$ cat config.mk
export PLATFORM = sky130hd
export DESIGN_NAME = sram_arbiter_flat
export DESIGN_NICKNAME = d
export VERILOG_FILES = /design/src/rtl/sram_arbiter_pkg.sv /design/src/rtl/sram_arbiter_if.sv /design/src/rtl/sram_arbiter_port_drv.sv /design/src/rtl/sram_arbiter.sv /design/src/flat_wrapper.sv
export SDC_FILE = /design/constraint.sdc
export NUM_CORES = 1
export LEC_CHECK = 0
export ABC_AREA = 0
export BUFFER_PORTS_ARGS = -buffer_cell sky130_fd_sc_hd__clkbuf_2
export CORE_AREA = 3 3 207 209
export DETAILED_ROUTE_END_ITERATION = 7
export DIE_AREA = 0 0 210 212
export PLACE_DENSITY = 0.77
export SLEW_MARGIN = 20
export SYNTH_ARGS = -nofsm -noshare
export SYNTH_HDL_FRONTEND = slang
export SYNTH_SLANG_ARGS = --single-unit
$ cat constraint.sdc
create_clock -name clk -period 2.6 [get_ports clk]
set_clock_uncertainty 0.15 [all_clocks]
set_input_delay 0.13 -clock clk [delete_from_list [all_inputs] [get_ports clk]]
set_output_delay 0.13 -clock clk [all_outputs]
set_load 0.01 [all_outputs]
$ cat src/rtl/sram_arbiter_pkg.sv
// rtl/sram_arbiter_pkg.sv - shared word width, line default, FSM states and RAM-select bit for the SRAM arbiter
package sram_arbiter_pkg;

  localparam int WORD             = 32;
  localparam int CACHE_LINE_WORDS = 4;
  localparam int RAM_SEL_BIT      = 22;

  typedef enum logic [1:0] {
    ARB_IDLE = 2'd0,
    ARB_RD   = 2'd1,
    ARB_WR   = 2'd2,
    ARB_DONE = 2'd3
  } arb_state_e;

  typedef enum logic {
    PORT_I = 1'b0,
    PORT_D = 1'b1
  } port_e;

endpackage

$ cat src/rtl/sram_arbiter_if.sv
// rtl/sram_arbiter_if.sv - ICache/DCache request ports of the SRAM arbiter
interface sram_arbiter_if
  import sram_arbiter_pkg::*;
#(
  parameter int LINE_WORDS = CACHE_LINE_WORDS
) ();

  logic                         i_valid;
  logic [31:0]                  i_addr;
  logic                         i_abort;
  logic                         i_ready;
  logic [WORD*LINE_WORDS-1:0]   i_line;

  logic                         d_valid;
  logic                         d_store;
  logic [31:0]                  d_addr;
  logic [31:0]                  d_wdata;
  logic                         d_ready;
  logic [WORD*LINE_WORDS-1:0]   d_line;

  modport master (
    output i_valid, i_addr, i_abort, d_valid, d_store, d_addr, d_wdata,
    input  i_ready, i_line, d_ready, d_line
  );

  modport slave (
    input  i_valid, i_addr, i_abort, d_valid, d_store, d_addr, d_wdata,
    output i_ready, i_line, d_ready, d_line
  );

endinterface

$ cat src/rtl/sram_arbiter_port_drv.sv
// rtl/sram_arbiter_port_drv.sv - per-SRAM strobe/address/data muxing; idle pins park at strobes high, addr/data 0
module sram_port_drv
  import sram_arbiter_pkg::*;
(
  input  logic            en,
  input  logic            rd,
  input  logic            wr,
  input  logic            we_low,
  input  logic [19:0]     word_addr,
  input  logic [WORD-1:0] wdata,
  output logic            ce_n,
  output logic            oe_n,
  output logic            we_n,
  output logic [19:0]     addr,
  output logic [WORD-1:0] wdata_out,
  output logic            drive
);

  logic active;

  assign active    = en && (rd || wr);
  assign ce_n      = !active;
  assign oe_n      = !(en && rd);
  assign we_n      = !(en && wr && we_low);
  assign drive     = en && wr;
  assign addr      = active ? word_addr : '0;
  assign wdata_out = (en && wr) ? wdata : '0;

endmodule

$ cat src/rtl/sram_arbiter.sv
// rtl/sram_arbiter.sv - shares base/ext SRAM between ICache line fills and DCache fills/stores
// Define SRAM_ARB_RR_EN for round-robin arbitration; default is fixed DCache priority.
module sram_arbiter
  import sram_arbiter_pkg::*;
#(
  parameter int LINE_WORDS  = CACHE_LINE_WORDS,
  parameter int WAIT_CYCLES = 1
) (
  input  logic            clk,
  input  logic            rst,
  sram_arbiter_if.slave   bus,
  output logic            base_ram_ce_n,
  output logic            base_ram_oe_n,
  output logic            base_ram_we_n,
  output logic [19:0]     base_ram_addr,
  output logic [WORD-1:0] base_ram_wdata,
  output logic            base_ram_drive,
  input  logic [WORD-1:0] base_ram_rdata,
  output logic            ext_ram_ce_n,
  output logic            ext_ram_oe_n,
  output logic            ext_ram_we_n,
  output logic [19:0]     ext_ram_addr,
  output logic [WORD-1:0] ext_ram_wdata,
  output logic            ext_ram_drive,
  input  logic [WORD-1:0] ext_ram_rdata
);

  localparam int WCW = (LINE_WORDS > 1) ? $clog2(LINE_WORDS) : 1;
  localparam int WTW = $clog2(WAIT_CYCLES + 1);

  arb_state_e                 state_q, state_d;
  port_e                      gnt_q;
  logic                       ext_q, abort_q;
  logic [19:0]                addr_q;
  logic [WORD-1:0]            wdata_q;
  logic [WCW-1:0]             wc_q;
  logic [WTW-1:0]             wt_q;
  logic [WORD*LINE_WORDS-1:0] line_q, line_next;
  logic [31:0]                req_addr;
  logic [WORD-1:0]            rdata_sel;
  logic                       pick_d, req, last_wait, word_last, abort_now;
  logic                       rd_act, wr_act, we_low;
  logic                       unused_addr_bits;

`ifdef SRAM_ARB_RR_EN
  port_e last_grant_q;
  assign pick_d = bus.d_valid && (!bus.i_valid || last_grant_q == PORT_I);
`else
  assign pick_d = bus.d_valid;
`endif

  assign req       = bus.i_valid || bus.d_valid;
  assign req_addr  = pick_d ? bus.d_addr : bus.i_addr;
  assign last_wait = (wt_q == WTW'(WAIT_CYCLES - 1));
  assign word_last = (wc_q == WCW'(LINE_WORDS - 1));
  assign abort_now = abort_q || (bus.i_abort && gnt_q == PORT_I);
  assign rdata_sel = ext_q ? ext_ram_rdata : base_ram_rdata;
  assign rd_act    = (state_q == ARB_RD);
  assign wr_act    = (state_q == ARB_WR);
  assign we_low    = (wt_q < WTW'(WAIT_CYCLES));
  assign unused_addr_bits = ^{bus.i_addr[31:23], bus.i_addr[1:0], bus.d_addr[31:23], bus.d_addr[1:0]};

  assign bus.i_ready = (state_q == ARB_DONE) && (gnt_q == PORT_I);
  assign bus.d_ready = (state_q == ARB_DONE) && (gnt_q == PORT_D);

  always_comb begin
    state_d   = state_q;
    line_next = line_q;
    line_next[int'(wc_q)*WORD +: WORD] = rdata_sel;
    case (state_q)
      ARB_IDLE: if (req) state_d = (pick_d && bus.d_store) ? ARB_WR : ARB_RD;
      ARB_RD: begin
        // An abort only takes effect at the end of a word's strobe window.
        if (last_wait) begin
          if (abort_now)      state_d = ARB_IDLE;
          else if (word_last) state_d = ARB_DONE;
        end
      end
      ARB_WR:   if (wt_q == WTW'(WAIT_CYCLES)) state_d = ARB_DONE;
      ARB_DONE: state_d = ARB_IDLE;
      default:  state_d = ARB_IDLE;
    endcase
  end

  always_ff @(posedge clk) begin
    if (!rst) begin
      state_q    <= ARB_IDLE;
      gnt_q      <= PORT_I;
      ext_q      <= 1'b0;
      abort_q    <= 1'b0;
      addr_q     <= '0;
      wdata_q    <= '0;
      wc_q       <= '0;
      wt_q       <= '0;
      line_q     <= '0;
      bus.i_line <= '0;
      bus.d_line <= '0;
`ifdef SRAM_ARB_RR_EN
      last_grant_q <= PORT_I;
`endif
    end else begin
      state_q <= state_d;
      case (state_q)
        ARB_IDLE: if (req) begin
          gnt_q   <= pick_d ? PORT_D : PORT_I;
          ext_q   <= req_addr[RAM_SEL_BIT];
          // Fills start at the line's first word; stores keep the exact word.
          addr_q  <= (pick_d && bus.d_store) ? req_addr[21:2]
                                             : (req_addr[21:2] & ~20'(LINE_WORDS - 1));
          wdata_q <= bus.d_wdata;
          wc_q    <= '0;
          wt_q    <= '0;
          abort_q <= 1'b0;
`ifdef SRAM_ARB_RR_EN
          last_grant_q <= pick_d ? PORT_D : PORT_I;
`endif
        end
        ARB_RD: begin
          if (bus.i_abort && gnt_q == PORT_I) abort_q <= 1'b1;
          if (last_wait) begin
            wt_q   <= '0;
            wc_q   <= word_last ? '0 : wc_q + WCW'(1);
            line_q <= line_next;
            if (word_last && !abort_now) begin
              if (gnt_q == PORT_D) bus.d_line <= line_next;
              else                 bus.i_line <= line_next;
            end
          end else begin
            wt_q <= wt_q + WTW'(1);
          end
        end
        ARB_WR:   wt_q <= wt_q + WTW'(1);
        default:  abort_q <= 1'b0;
      endcase
    end
  end

  sram_port_drv u_base (
    .en(!ext_q), .rd(rd_act), .wr(wr_act), .we_low(we_low),
    .word_addr(addr_q + 20'(wc_q)), .wdata(wdata_q),
    .ce_n(base_ram_ce_n), .oe_n(base_ram_oe_n), .we_n(base_ram_we_n),
    .addr(base_ram_addr), .wdata_out(base_ram_wdata), .drive(base_ram_drive)
  );

  sram_port_drv u_ext (
    .en(ext_q), .rd(rd_act), .wr(wr_act), .we_low(we_low),
    .word_addr(addr_q + 20'(wc_q)), .wdata(wdata_q),
    .ce_n(ext_ram_ce_n), .oe_n(ext_ram_oe_n), .we_n(ext_ram_we_n),
    .addr(ext_ram_addr), .wdata_out(ext_ram_wdata), .drive(ext_ram_drive)
  );

endmodule
$ cat src/flat_wrapper.sv
// flat-port wrapper written by rule: the top's interface ports become plain ports
module sram_arbiter_flat import sram_arbiter_pkg::*;
#(
  parameter int LINE_WORDS  = CACHE_LINE_WORDS,
  parameter int WAIT_CYCLES = 1
)
  (clk, rst, base_ram_ce_n, base_ram_oe_n, base_ram_we_n, base_ram_addr, base_ram_wdata, base_ram_drive, base_ram_rdata, ext_ram_ce_n, ext_ram_oe_n, ext_ram_we_n, ext_ram_addr, ext_ram_wdata, ext_ram_drive, ext_ram_rdata, bus_i_valid, bus_i_addr, bus_i_abort, bus_d_valid, bus_d_store, bus_d_addr, bus_d_wdata, bus_i_ready, bus_i_line, bus_d_ready, bus_d_line);
  sram_arbiter_if #(.LINE_WORDS(LINE_WORDS)) bus_i ();
  input  logic clk;
  input  logic rst;
  output logic base_ram_ce_n;
  output logic base_ram_oe_n;
  output logic base_ram_we_n;
  output logic [19:0] base_ram_addr;
  output logic [WORD-1:0] base_ram_wdata;
  output logic base_ram_drive;
  input  logic [WORD-1:0] base_ram_rdata;
  output logic ext_ram_ce_n;
  output logic ext_ram_oe_n;
  output logic ext_ram_we_n;
  output logic [19:0] ext_ram_addr;
  output logic [WORD-1:0] ext_ram_wdata;
  output logic ext_ram_drive;
  input  logic [WORD-1:0] ext_ram_rdata;
  input wire logic [$bits(bus_i.i_valid)-1:0] bus_i_valid;
  input wire logic [$bits(bus_i.i_addr)-1:0] bus_i_addr;
  input wire logic [$bits(bus_i.i_abort)-1:0] bus_i_abort;
  input wire logic [$bits(bus_i.d_valid)-1:0] bus_d_valid;
  input wire logic [$bits(bus_i.d_store)-1:0] bus_d_store;
  input wire logic [$bits(bus_i.d_addr)-1:0] bus_d_addr;
  input wire logic [$bits(bus_i.d_wdata)-1:0] bus_d_wdata;
  output wire logic [$bits(bus_i.i_ready)-1:0] bus_i_ready;
  output wire logic [$bits(bus_i.i_line)-1:0] bus_i_line;
  output wire logic [$bits(bus_i.d_ready)-1:0] bus_d_ready;
  output wire logic [$bits(bus_i.d_line)-1:0] bus_d_line;
  assign bus_i.i_valid = bus_i_valid;
  assign bus_i.i_addr = bus_i_addr;
  assign bus_i.i_abort = bus_i_abort;
  assign bus_i.d_valid = bus_d_valid;
  assign bus_i.d_store = bus_d_store;
  assign bus_i.d_addr = bus_d_addr;
  assign bus_i.d_wdata = bus_d_wdata;
  assign bus_i_ready = bus_i.i_ready;
  assign bus_i_line = bus_i.i_line;
  assign bus_d_ready = bus_i.d_ready;
  assign bus_d_line = bus_i.d_line;
  sram_arbiter #(.LINE_WORDS(LINE_WORDS), .WAIT_CYCLES(WAIT_CYCLES)) u_core (.clk(clk), .rst(rst), .bus(bus_i), .base_ram_ce_n(base_ram_ce_n), .base_ram_oe_n(base_ram_oe_n), .base_ram_we_n(base_ram_we_n), .base_ram_addr(base_ram_addr), .base_ram_wdata(base_ram_wdata), .base_ram_drive(base_ram_drive), .base_ram_rdata(base_ram_rdata), .ext_ram_ce_n(ext_ram_ce_n), .ext_ram_oe_n(ext_ram_oe_n), .ext_ram_we_n(ext_ram_we_n), .ext_ram_addr(ext_ram_addr), .ext_ram_wdata(ext_ram_wdata), .ext_ram_drive(ext_ram_drive), .ext_ram_rdata(ext_ram_rdata));
endmodule
### After elaboration in Yosys (flattened, before gate mapping)

Cells that the tools add are included.
W data, S select, Z words.

* flip-flop bits (word level): 444
* input port bits: 166
* output and inout bits: 370
* logic and storage cells: 90

* $add $sub $neg: 4
* order comparisons: 1
* eq/ne operators: 9
* shift-type cells: 2
* multiplexer cells: 25
* bitwise operators: 3
* reductions and logical operators: 35

Operators by type and width (count)
* $bwmux W128: 1
* $shift A32 B33 Y128 const A: 1
* $shiftx A32 B33 Y128: 1
* $mux W32: 3
* $mux W20: 2
* $neg A7 Y33: 1
* $mux W23: 1
* $add A20 B2 Y20: 1
* $mux W2: 10
* $logic_and A1 B1 Y1: 13
* $reduce_and A4 Y1: 3
* $logic_not A1 Y1: 8
* $pmux W2 S4: 1
* $eq A2 B2 Y1 const B: 3
* $ne A2 B1 Y1 const B: 3
* $pmux W1 S3: 2
* $reduce_and A2 Y1: 3
* $reduce_and A3 Y1: 2
* $mux W1: 4
* $pmux W2 S2: 1
* $logic_or A1 B1 Y1: 3
* $ne A3 B1 Y1 const B: 1
* $not A1 Y1: 3
* $reduce_bool A3 Y1: 1
* other kinds (7): 7

### Logic depth before layout (Yosys ltp)

Gate-level depths: netlist of run 1.

* depth in word-level cells: 6
* depth in mapped cells: 10
* mapped depth without buffers: 6

### Modules after synthesis

Synthesis of run 1 repeated with hierarchy kept, for this count alone.

* cells, all modules: 2090
* area, all modules: 18064.8 sq um

By module, submodules not included
* sram_arbiter: times used 1, cells each 1950, area each 17013.8 sq um, seq. area each 8888.5 sq um
* sram_port_drv: times used 2, cells each 70, area each 525.5 sq um, seq. area each 0.0 sq um

### Worst setup path after synthesis of run 1

OpenSTA, ideal clock, no wires.

* path type: register to output
* start: register u_core.wc_q[0]
* end: output base_ram_addr[18]
* data arrival time: 1852 ps
* required time: 2320 ps
* setup slack: 468 ps
* cell stages (with the launch flop): 8
* path through: dfxtp_1 > ha_1 > fa_1 > and3_1 > buf_2 > nand3_1 > or3_1 > a21oi_1

* longest elaborated chain between the ends: 2

Ends and longest elaborated chain
* start, declared: RTL line sram_arbiter.sv:36 `logic [WCW-1:0] wc_q;`
* start signal, assigned: RTL line sram_arbiter.sv:122 `wc_q <= word_last ? '0 : wc_q + WCW'(1);`
* $add A20 B2 Y20: RTL line sram_arbiter.sv:140 `.word_addr(addr_q + 20'(wc_q)), .wdata(wdata_q),`
* $mux W20: RTL line sram_arbiter_port_drv.sv:26 `assign addr = active ? word_addr : '0;`
* end, declared: RTL line flat_wrapper.sv:14 `output logic [19:0] base_ram_addr;`

No other way between the ends.

### Final worst setup path of run 1

* start: register u_core.addr_q[0]
* end: output ext_ram_addr[16]

* longest elaborated chain between the ends: 2

Ends and longest elaborated chain
* start, declared: RTL line sram_arbiter.sv:34 `logic [19:0] addr_q;`
* start signal, assigned: RTL line sram_arbiter.sv:108 `addr_q <= (pick_d && bus.d_store) ? req_addr[21:2]`
* $add A20 B2 Y20: RTL line sram_arbiter.sv:147 `.word_addr(addr_q + 20'(wc_q)), .wdata(wdata_q),`
* $mux W20: RTL line sram_arbiter_port_drv.sv:26
* end, declared: RTL line flat_wrapper.sv:21 `output logic [19:0] ext_ram_addr;`

No other way between the ends.

==> out/qor.csv, run 1 <==
metric,value,unit
status,"complete, but fails checks",
failing checks,setup timing,
leakage dissipation,12.9,nW
Syn Inst Count,2350,
H-tree lvl count,2,
CTS tree,built,
die area,0.0445,sq mm
die span in x,210,um
clock latency on the worst-skew pair,580,ps
pwr dens,868,mW/mm^2
routed wire length,72.2,mm
CTS max path bufs,3,
Netlist Area Pre-Place,0.0205,sq mm
initial antenna violation count,2,
Final Hold Vio Count,0,
R2R cell count,8,
drt via density,5.66,
Initial Utilization,0.501,
number of enable flip-flop cells after synthesis,0,
Main synth FF type,dfxtp_1,
first-pass GRT wire length,105,mm
gr usage total,0.301,
Final Wtd Congestion,0.876,
Synth Net Count,2530,
Core Rows,74,
I/O Buffers,511,
drt pass-1 iters,6,
via count,19476,
Layout Cell Area excl Fill,0.0264,sq mm
"commonest non-fill, non-tap cell in the layout",nor2_1,
post-synth top area share,0.433,
clock root buffer,clkbuf_16,
max cap viols,0,
maximum vdd ir drop,0.000905,V
PnR worst setup slack,-51.3,ps
area grow syn2layout,28.4,%
number of I/O pins,536,
Total Power,22.9,mW
CP arrival,2370,ps
synth top area cells,"dfxtp_1 (43%), nor3b_2 (12%), nor2_1 (9.9%)",
Post-route DRC,0,
hold crit path type,in2reg,
Synth Area per Inst,8.74,sq um
Worst slew margin,0.482,
fmax,377,MHz
Final ANT Viol Nets,0,
Core ar.,0.0410,sq mm
Yosys cell types,42,
"Async S/R FF share, synth",0,
final worst path period share,1.02,
fin nets,3052,
Crit path required time,2320,ps
Hold Path Depth,4,
DP HPWL,46.3,mm
CP startpoint kind,flip-flop,
"CTS clk-pin slew, worst paths",70,ps
"worst slack, placed",160,ps
warnings from Yosys,0,
share of layout cells above drive strength 1,0.315,
clock sinks,444,
CP Capture Type,output port,
Initial DRC Count,1951,
kind of critical path,reg2out,
CP max FO,5,
Final min period,2650,ps
Inserted Clock Buffers,47,
GRT overflow,0,
Placed Area,0.0236,sq mm
Synth area leader,dfxtp_1,
unrepaired setup endpoints after global routing,true,
sequential area share after synthesis,0.433,
die height,212,um
final number of setup-violating endpoints,6,
actual slew at the worst max-slew pin,762,ps
largest net degree at the start of global routing,132,
routed len/inst,21.0,um
Seq cells post-synth,444,
vias in the first global route,18183,
Max Slew Vio Count,0,
most frequent cells in the layout,"nor2_1 (540), clkbuf_2 (500), dfxtp_1 (437)",
layout make-up:
type	count	area [sq um]
Multi-Input combinational cell	1572	10500
Sequential cell	444	8900
Tap cell	532	666
Clock inverter	16	198
Fill cell	3272	14600
Clock buffer	69	1400
Timing Repair Buffer	673	4230
Antenna cell	1	2.50
Inverter	134	503
through the flow:
stage          hold slack [ps]  utilization  instances  TNS [ps]
2_1_floorplan              125            -       2350         0
3_3_place_gp               213        0.574       3260         0
3_5_place_dp               222        0.574       3260         0
4_1_cts                   96.1        0.639       3436     -75.9
5_1_grt                    163        0.643       3440      -873
6_report                   111        0.643       3441      -132
cell families (layout without fill, tap and decap cells):
logic type | after synthesis | count (layout) | share of synthesized area
multiplexers | 54 | 54 | 0.0264
AND/OR/NAND/NOR | 1149 | 1150 | 0.323
buffers and inverters | 335 | 892 | 0.0716
flip-flops | 444 | 444 | 0.433
other | 0 | 1 | 0
AO/OA/AOI/OAI | 342 | 342 | 0.132
XOR/XNOR | 12 | 12 | 0.00512
adder cells (fa/ha/maj) | 14 | 14 | 0.00889
registers in the layout, summed over array words and instances (netlist names), 2 cells and up:
| register | cells |
|---|---|
| u_core.bus.d_line | 128 |
| u_core.bus.i_line | 128 |
| u_core.line_q | 128 |
| u_core.wdata_q | 32 |
| u_core.addr_q | 20 |
| u_core.state_q | 2 |
| u_core.wc_q | 2 |
per-layer routing:
metal / track usage / part of all wire / vias to the layer above
met4: 0.120 / 0.043 / 4
met5: 0 / 0.00029 / -
met3: 0.0544 / 0.080 / 208
li1: - / - / 8901
met2: 0.497 / 0.47 / 970
met1: 0.394 / 0.41 / 9393
where the power goes:
| part | switching [mW] | internal [mW] | total, mW |
|---|---|---|---|
| clock network | 2.82 | 4.13 | 6.95 |
| registers | 0.521 | 7.81 | 8.33 |
| logic | 4.78 | 2.83 | 7.60 |
cells in the mapped netlist, drive strengths merged (13+ instances only):
master,count
and3,39
nand2,229
o22ai,128
inv,133
buf,62
ha,13
dfxtp,444
clkbuf,139
nor2,540
and2,38
mux2i,53
nor3b,257
a21boi,35
o211a,147
a21oi,14
critical path: stages, from the launching register on:
cell     delay [ps]
dfxtp_2         370
ha_4            150
fa_2            220
and3_4          240
nand3_4         110
or3_4           380
a21oi_2         150
buf_2           160
worst paths after layout:
path | from | end | slack [ps]
hold / removal | ext_ram_rdata[8] | u_core.line_q[72]$_SDFFE_PN0P_ | 110
setup reg to reg | u_core.state_q[1]$_SDFFE_PN0P_ | u_core.state_q[1]$_SDFFE_PN0P_ | 100
setup / recovery | u_core.addr_q[0]$_SDFFE_PN0P_ | ext_ram_addr[16] | -50
hold reg to reg | u_core.wdata_q[9]$_SDFFE_PN0P_ | u_core.wdata_q[9]$_SDFFE_PN0P_ | 340
repair_timing:
action / 4_1_cts / 5_1_grt
pin swaps: 8 / 7
hold endpoints to repair: 139 / 0
gates cloned: 0 / 1
setup buffers: 6 / 3
resized for setup: 32 / 40
endpoints found under the setup margin: 32 / 36
hold buffers: 85 / 0
(Power assumes the default switching activity.)
==> run 2, diff against run 1 <==
- MAX_ROUTING_LAYER: default -> met4
==> run 2 against run 1 <==
Via count is essentially flat. Global-route usage up 1.0 points. Critical path depth did not move. The flow still finishes with violations (setup timing). First-iteration DRC count up 3.4%. Final cell count about the same. Sequential share of layout area is essentially flat. Count of clock-buffer cells in the layout did not move. Cell area about the same. Power about the same. Wire length down 0.23%. Sequential power hardly changed. Clock power hardly changed.
==> out/qor.csv, run 2 (synthesis gave the netlist of run 1 again) <==
metric,value,unit
PnR worst setup slack,-45.4,ps
Core Rows,74,
Placed Area,0.0236,sq mm
actual slew at the worst max-slew pin,771,ps
reg2reg end,u_core.state_q[0]$_SDFFE_PN0P_,
routed wire length,72.0,mm
Final min period,2650,ps
Top Registers,"u_core.bus.d_line x128, u_core.bus.i_line x128, u_core.line_q x128",
unrepaired setup endpoints after global routing,true,
first-pass GRT wire length,106,mm
fin nets,3052,
largest net degree at the start of global routing,132,
pwr dens,867,mW/mm^2
via count,19468,
CP Capture Type,output port,
Layout Cell Area excl Fill,0.0264,sq mm
Final ANT Viol Nets,0,
placed cell count,3260,
drt via density,5.66,
final number of setup-violating endpoints,11,
Crit path required time,2320,ps
"commonest non-fill, non-tap cell in the layout",nor2_1,
CP arrival,2370,ps
clock sinks,444,
CP startpoint kind,flip-flop,
"non-filler cells, final",3442,
leakage dissipation,12.9,nW
share of layout cells above drive strength 1,0.316,
Core ar.,0.0410,sq mm
CP Launch Point,u_core.addr_q[0]$_SDFFE_PN0P_,
final worst path period share,1.02,
H-tree lvl count,2,
CP max FO,5,
Worst slew margin,0.476,
clock root buffer,clkbuf_16,
CTS max path bufs,3,
Initial Utilization,0.501,
DP HPWL,46.3,mm
initial antenna violation count,2,
fmax,378,MHz
critical path's slowest cell,or3_4,
Final Hold Vio Count,0,
CTS tree,built,
Max Slew Vio Count,0,
Reg2Reg Setup Slack,80,ps
I/O Buffers,511,
clock latency on the worst-skew pair,570,ps
maximum vdd ir drop,0.000902,V
number of I/O pins,536,
drt pass-1 iters,6,
critical path cell sequence,ha_4 -> fa_2 -> and3_4 -> nand3_4 -> or3_4 -> a21oi_2 -> buf_2,
kind of critical path,reg2out,
gr usage total,0.311,
GRT overflow,0,
"CTS clk-pin slew, worst paths",70,ps
TNS Setup,-218,ps
Inserted Clock Buffers,47,
failing checks,setup timing,
Total Power,22.9,mW
status,"complete, but fails checks",
die area,0.0445,sq mm
area grow syn2layout,28.4,%
hold crit path type,in2reg,
Post-route DRC,0,
Worst Setup EP,ext_ram_addr[16],
Initial DRC Count,2018,
worst hold start,base_ram_rdata[8],
max cap viols,0,
R2R cell count,8,
die height,212,um
vias in the first global route,18165,
Final Wtd Congestion,0.891,
routed len/inst,20.9,um
most frequent cells in the layout,"nor2_1 (540), clkbuf_2 (501), dfxtp_1 (436)",
Reg2Reg Launch Point,u_core.state_q[1]$_SDFFE_PN0P_,
die span in x,210,um
delay of the slowest critical-path stage,380,ps
run 2: final cells by class:
class	instances	area [sq um]
Sequential cell	444	8910
Timing Repair Buffer	673	4230
Inverter	134	503
Tap cell	532	666
Clock inverter	16	198
Clock buffer	69	1400
Multi-Input combinational cell	1572	10500
Antenna cell	2	5.00
Fill cell	3272	14600
run 2: worst min-delay path by stage:
stage	end	slack, ps	cells after the start
CTS	u_core.line_q[72]$_SDFFE_PN0P_	100	4
detailed placement	u_core.wdata_q[16]$_SDFFE_PN0P_	220	3
global placement	u_core.wdata_q[24]$_SDFFE_PN0P_	210	3
floorplan	u_core.wdata_q[0]$_SDFFE_PN0P_	120	2
global route	u_core.line_q[65]$_SDFFE_PN0P_	160	5
finish	u_core.line_q[72]$_SDFFE_PN0P_	120	4
run 2: routing by layer:
metal	global-route usage	vias to the layer above	wire, um
met1	0.396	9349	29200
li1	-	8910	-
met3	0.0564	208	5830
met2	0.498	1001	34000
met4	0.114	0	2960
met5	-	-	0
run 2: repair_timing:
item | in CTS | in global routing
gates cloned | 0 | 1
pin swaps | 8 | 7
hold endpoints to repair | 139 | 0
buffers inserted | 6 | 3
hold buffers | 85 | 0
resized for setup | 32 | 42
setup endpoints to repair | 32 | 36
run 2: power breakdown:
group,internal (mW),switching [mW]
logic,2.83,4.79
clock network,4.13,2.81
registers,7.81,0.522
total,14.8,8.11
run 2: worst max-delay path, delay by kind of cell, from the launching register on:
family / cells / cell delay [ps]
AND/OR/NAND/NOR: 3 / 730
adder cells (fa/ha/maj): 2 / 390
flip-flops: 1 / 370
buffers and inverters: 1 / 160
AO/OA/AOI/OAI: 1 / 130
run 2: through the flow:
stage | hold slack (ps) | setup slack, ps | util
3_5_place_dp | 222 | 160 | 0.574
6_report | 119 | -45.4 | 0.643
2_1_floorplan | 125 | 468 | -
4_1_cts | 96.1 | -15.5 | 0.639
3_3_place_gp | 213 | 214 | 0.574
5_1_grt | 164 | -89.4 | 0.643
==> run 3, diff against run 2 <==
- ABC_AREA: 0 -> 1
- CORE_AREA: 3 3 207 209 -> 3 3 206 208
- DIE_AREA: 0 0 210 212 -> 0 0 209 211
- PLACE_DENSITY: 0.77 -> 0.76
==> run 3 against run 2 <==
Critical path depth grew 3. Sequential share of layout area increased by 0.57 points. Utilization fell by 0.71 points. Non-clock buffer count stayed put. The run now ends clean. Die area shrank 0.95%. Critical endpoint is now base_ram_addr[12]. Sequential power rose by 4.7%. Combinational power grew 8.0%. Critical path type unchanged. Count of clock-buffer cells in the layout shrank 5. Register-to-register slack better by 70 ps.
==> out/qor.csv, run 3 <==
metric,value,unit
status,"complete, no violations",
routed len/inst,17.6,um
kind of critical path,reg2out,
"commonest non-fill, non-tap cell in the layout",nor2_1,
first-pass GRT wire length,110,mm
Post-synth top cells,"nor2_1 (637), nand2_1 (528), dfxtp_1 (444), inv_1 (365), nand3_1 (301)",
Initial Utilization,0.496,
Syn Inst Count,3027,
largest net degree at the start of global routing,145,
clock latency on the worst-skew pair,570,ps
Initial DRC Count,1931,
Worst slew margin,0.385,
Final ANT Viol Nets,0,
die height,211,um
CTS max path bufs,3,
hold crit path type,in2reg,
maximum vdd ir drop,0.000507,V
Core Rows,74,
Post-Route Utilization,0.636,
fillers,3631,
actual slew at the worst max-slew pin,921,ps
Layout Cell Area excl Fill,0.0259,sq mm
most frequent cells in the layout,"nor2_1 (630), nand2_1 (524), clkbuf_2 (509)",
Inserted Clock Buffers,47,
Crit path required time,2320,ps
Final min period,2480,ps
Crit path buffers/inverters,2,
vias in the first global route,19295,
share of layout cells above drive strength 1,0.206,
CP startpoint kind,flip-flop,
Placed Area,0.0232,sq mm
GRT overflow,0,
final number of setup-violating endpoints,0,
"delay-heaviest family, CP",simple AND/OR/NAND/NOR gates,
synth top area cells,"dfxtp_1 (44%), nor2_1 (12%), nand2_1 (9.8%)",
critical path's slowest cell,dfxtp_4,
area grow syn2layout,28.2,%
Yosys cell types,26,
CP Capture Type,output port,
CP arrival,2200,ps
"worst slack, placed",96.1,ps
Top Registers,"u_core.bus.d_line x128, u_core.bus.i_line x128, u_core.line_q x128",
"Async S/R FF share, synth",0,
Reg2Reg Launch Point,u_core.wc_q[0]$_SDFFE_PN0P_,
H-tree lvl count,2,
fmax,403,MHz
clock sinks,444,
Post-route DRC,0,
pwr dens,909,mW/mm^2
most frequent cell after synthesis,nor2_1,
Core ar.,0.0407,sq mm
Seq cells post-synth,444,
number of enable flip-flop cells after synthesis,0,
delay of the slowest critical-path stage,360,ps
I/O Buffers,511,
post-synth top area share,0.440,
Synth Area per Inst,6.68,sq um
Final Wtd Congestion,0.981,
Netlist Area Pre-Place,0.0202,sq mm
clock root buffer,clkbuf_16,
"CTS clk-pin slew, worst paths",60,ps
TNS Setup,0,ps
number of I/O pins,536,
Total Power,23.5,mW
Synth Net Count,3207,
unrepaired setup endpoints after global routing,true,
critical path cell sequence,ha_4 -> fa_2 -> nand3_2 -> inv_2 -> nand2_4 -> nor2_4 -> nand3_1 -> nand2_2 -> nor2_2 -> clkbuf_2,
max cap viols,0,
drt via density,5.21,
sequential area share after synthesis,0.440,
CP max FO,4,
DP HPWL,49.0,mm
R2R cell count,8,
initial antenna violation count,2,
Synth area leader,dfxtp_1,
die area,0.0441,sq mm
gr usage total,0.323,
Main synth FF type,dfxtp_1,
final worst path period share,0.953,
routed wire length,72.2,mm
Reg2Reg Setup Slack,150,ps
leakage dissipation,13.9,nW
fin nets,3725,
Max Slew Vio Count,0,
Final Hold Vio Count,0,
Hold Path Depth,7,
hold endpoint,u_core.line_q[44]$_SDFFE_PN0P_,
drt pass-1 iters,6,
die span in x,209,um
PnR worst setup slack,122,ps
warnings from Yosys,0,
worst hold start,base_ram_rdata[12],
via count,21407,
CTS tree,built,
reg2reg end,u_core.line_q[1]$_SDFFE_PN0P_,
-- run 3: how the worst max path moves through the flow --
stage,startpoint,to,slack (ps),cells after the start
global placement,u_core.wc_q[1]$_SDFFE_PN0P_,u_core.line_q[3]$_SDFFE_PN0P_,170,7
detailed placement,u_core.wc_q[1]$_SDFFE_PN0P_,u_core.bus.d_line[83]$_SDFFE_PN0P_,100,7
CTS,u_core.addr_q[0]$_SDFFE_PN0P_,base_ram_addr[12],8,11
floorplan,u_core.wc_q[0]$_SDFFE_PN0P_,u_core.line_q[18]$_SDFFE_PN0P_,20,10
global route,u_core.state_q[1]$_SDFFE_PN0P_,u_core.bus.d_line[88]$_SDFFE_PN0P_,-60,8
finish,u_core.wc_q[0]$_SDFFE_PN0P_,base_ram_addr[12],120,10
-- run 3: cells by family (layout without fill, tap and decap cells) --
logic type                 Yosys count  count (layout)  synth area share
adders and majority gates           14              14           0.00904
other                                0               2                 0
and+or+nand+nor                   1603            1603             0.334
buffers and inverters              574            1120             0.112
AOI/OAI and AO/OA                  380             380            0.0996
xor gates and xnor gates            12              12           0.00520
DFF                                444             444             0.440
-- run 3: power by group --
group | internal [mW] | switching, mW | leakage [nW]
logic | 2.61 | 5.61 | 9.52
registers | 8.03 | 0.690 | 3.61
clock network | 3.90 | 2.71 | 0.744
total | 14.5 | 9.01 | 13.9
-- run 3: routing by layer --
metal  vias to the layer above  GRT usage  wire (um)
met5                         -          -          0
met4                         0      0.149       3830
met3                       178     0.0567       5720
met2                       935      0.513      33000
met1                      9761      0.405      29700
li1                      10533          -          -
-- run 3: what timing repair did --
item	in CTS	in global routing
hold buffers	106	0
pin swaps	3	3
hold endpoints to repair	64	0
endpoints found under the setup margin	16	54
setup buffers	1	0
resized for setup	11	21
-- run 3: worst reg2reg max path: stages, from the launching register on --
cell        delay, ps
dfxtp_4           360
buf_4             150
inv_1             140
ha_1              240
clkinvlp_4        530
a22oi_1           590
nand2_1            90
nand2_1            70
inv_1              30
-- run 3: stage by stage --
stage	cells	hold WS (ps)
floorplan	3027	141
detailed placement	3921	235
global placement	3921	236
finish	4107	142
global route	4107	196
CTS	4105	155
-- run 3: layout make-up --
cell class	count	area (sq um)	area share
diodes	2	5.00	0.000193
clock buffers	64	1350	0.0521
clock inverters	13	146	0.00565
inverters	370	1410	0.0543
multi-input cells	2009	9170	0.354
flip-flops and latches	444	8890	0.343
well taps	532	666	0.0257
repair buffers	673	4270	0.165
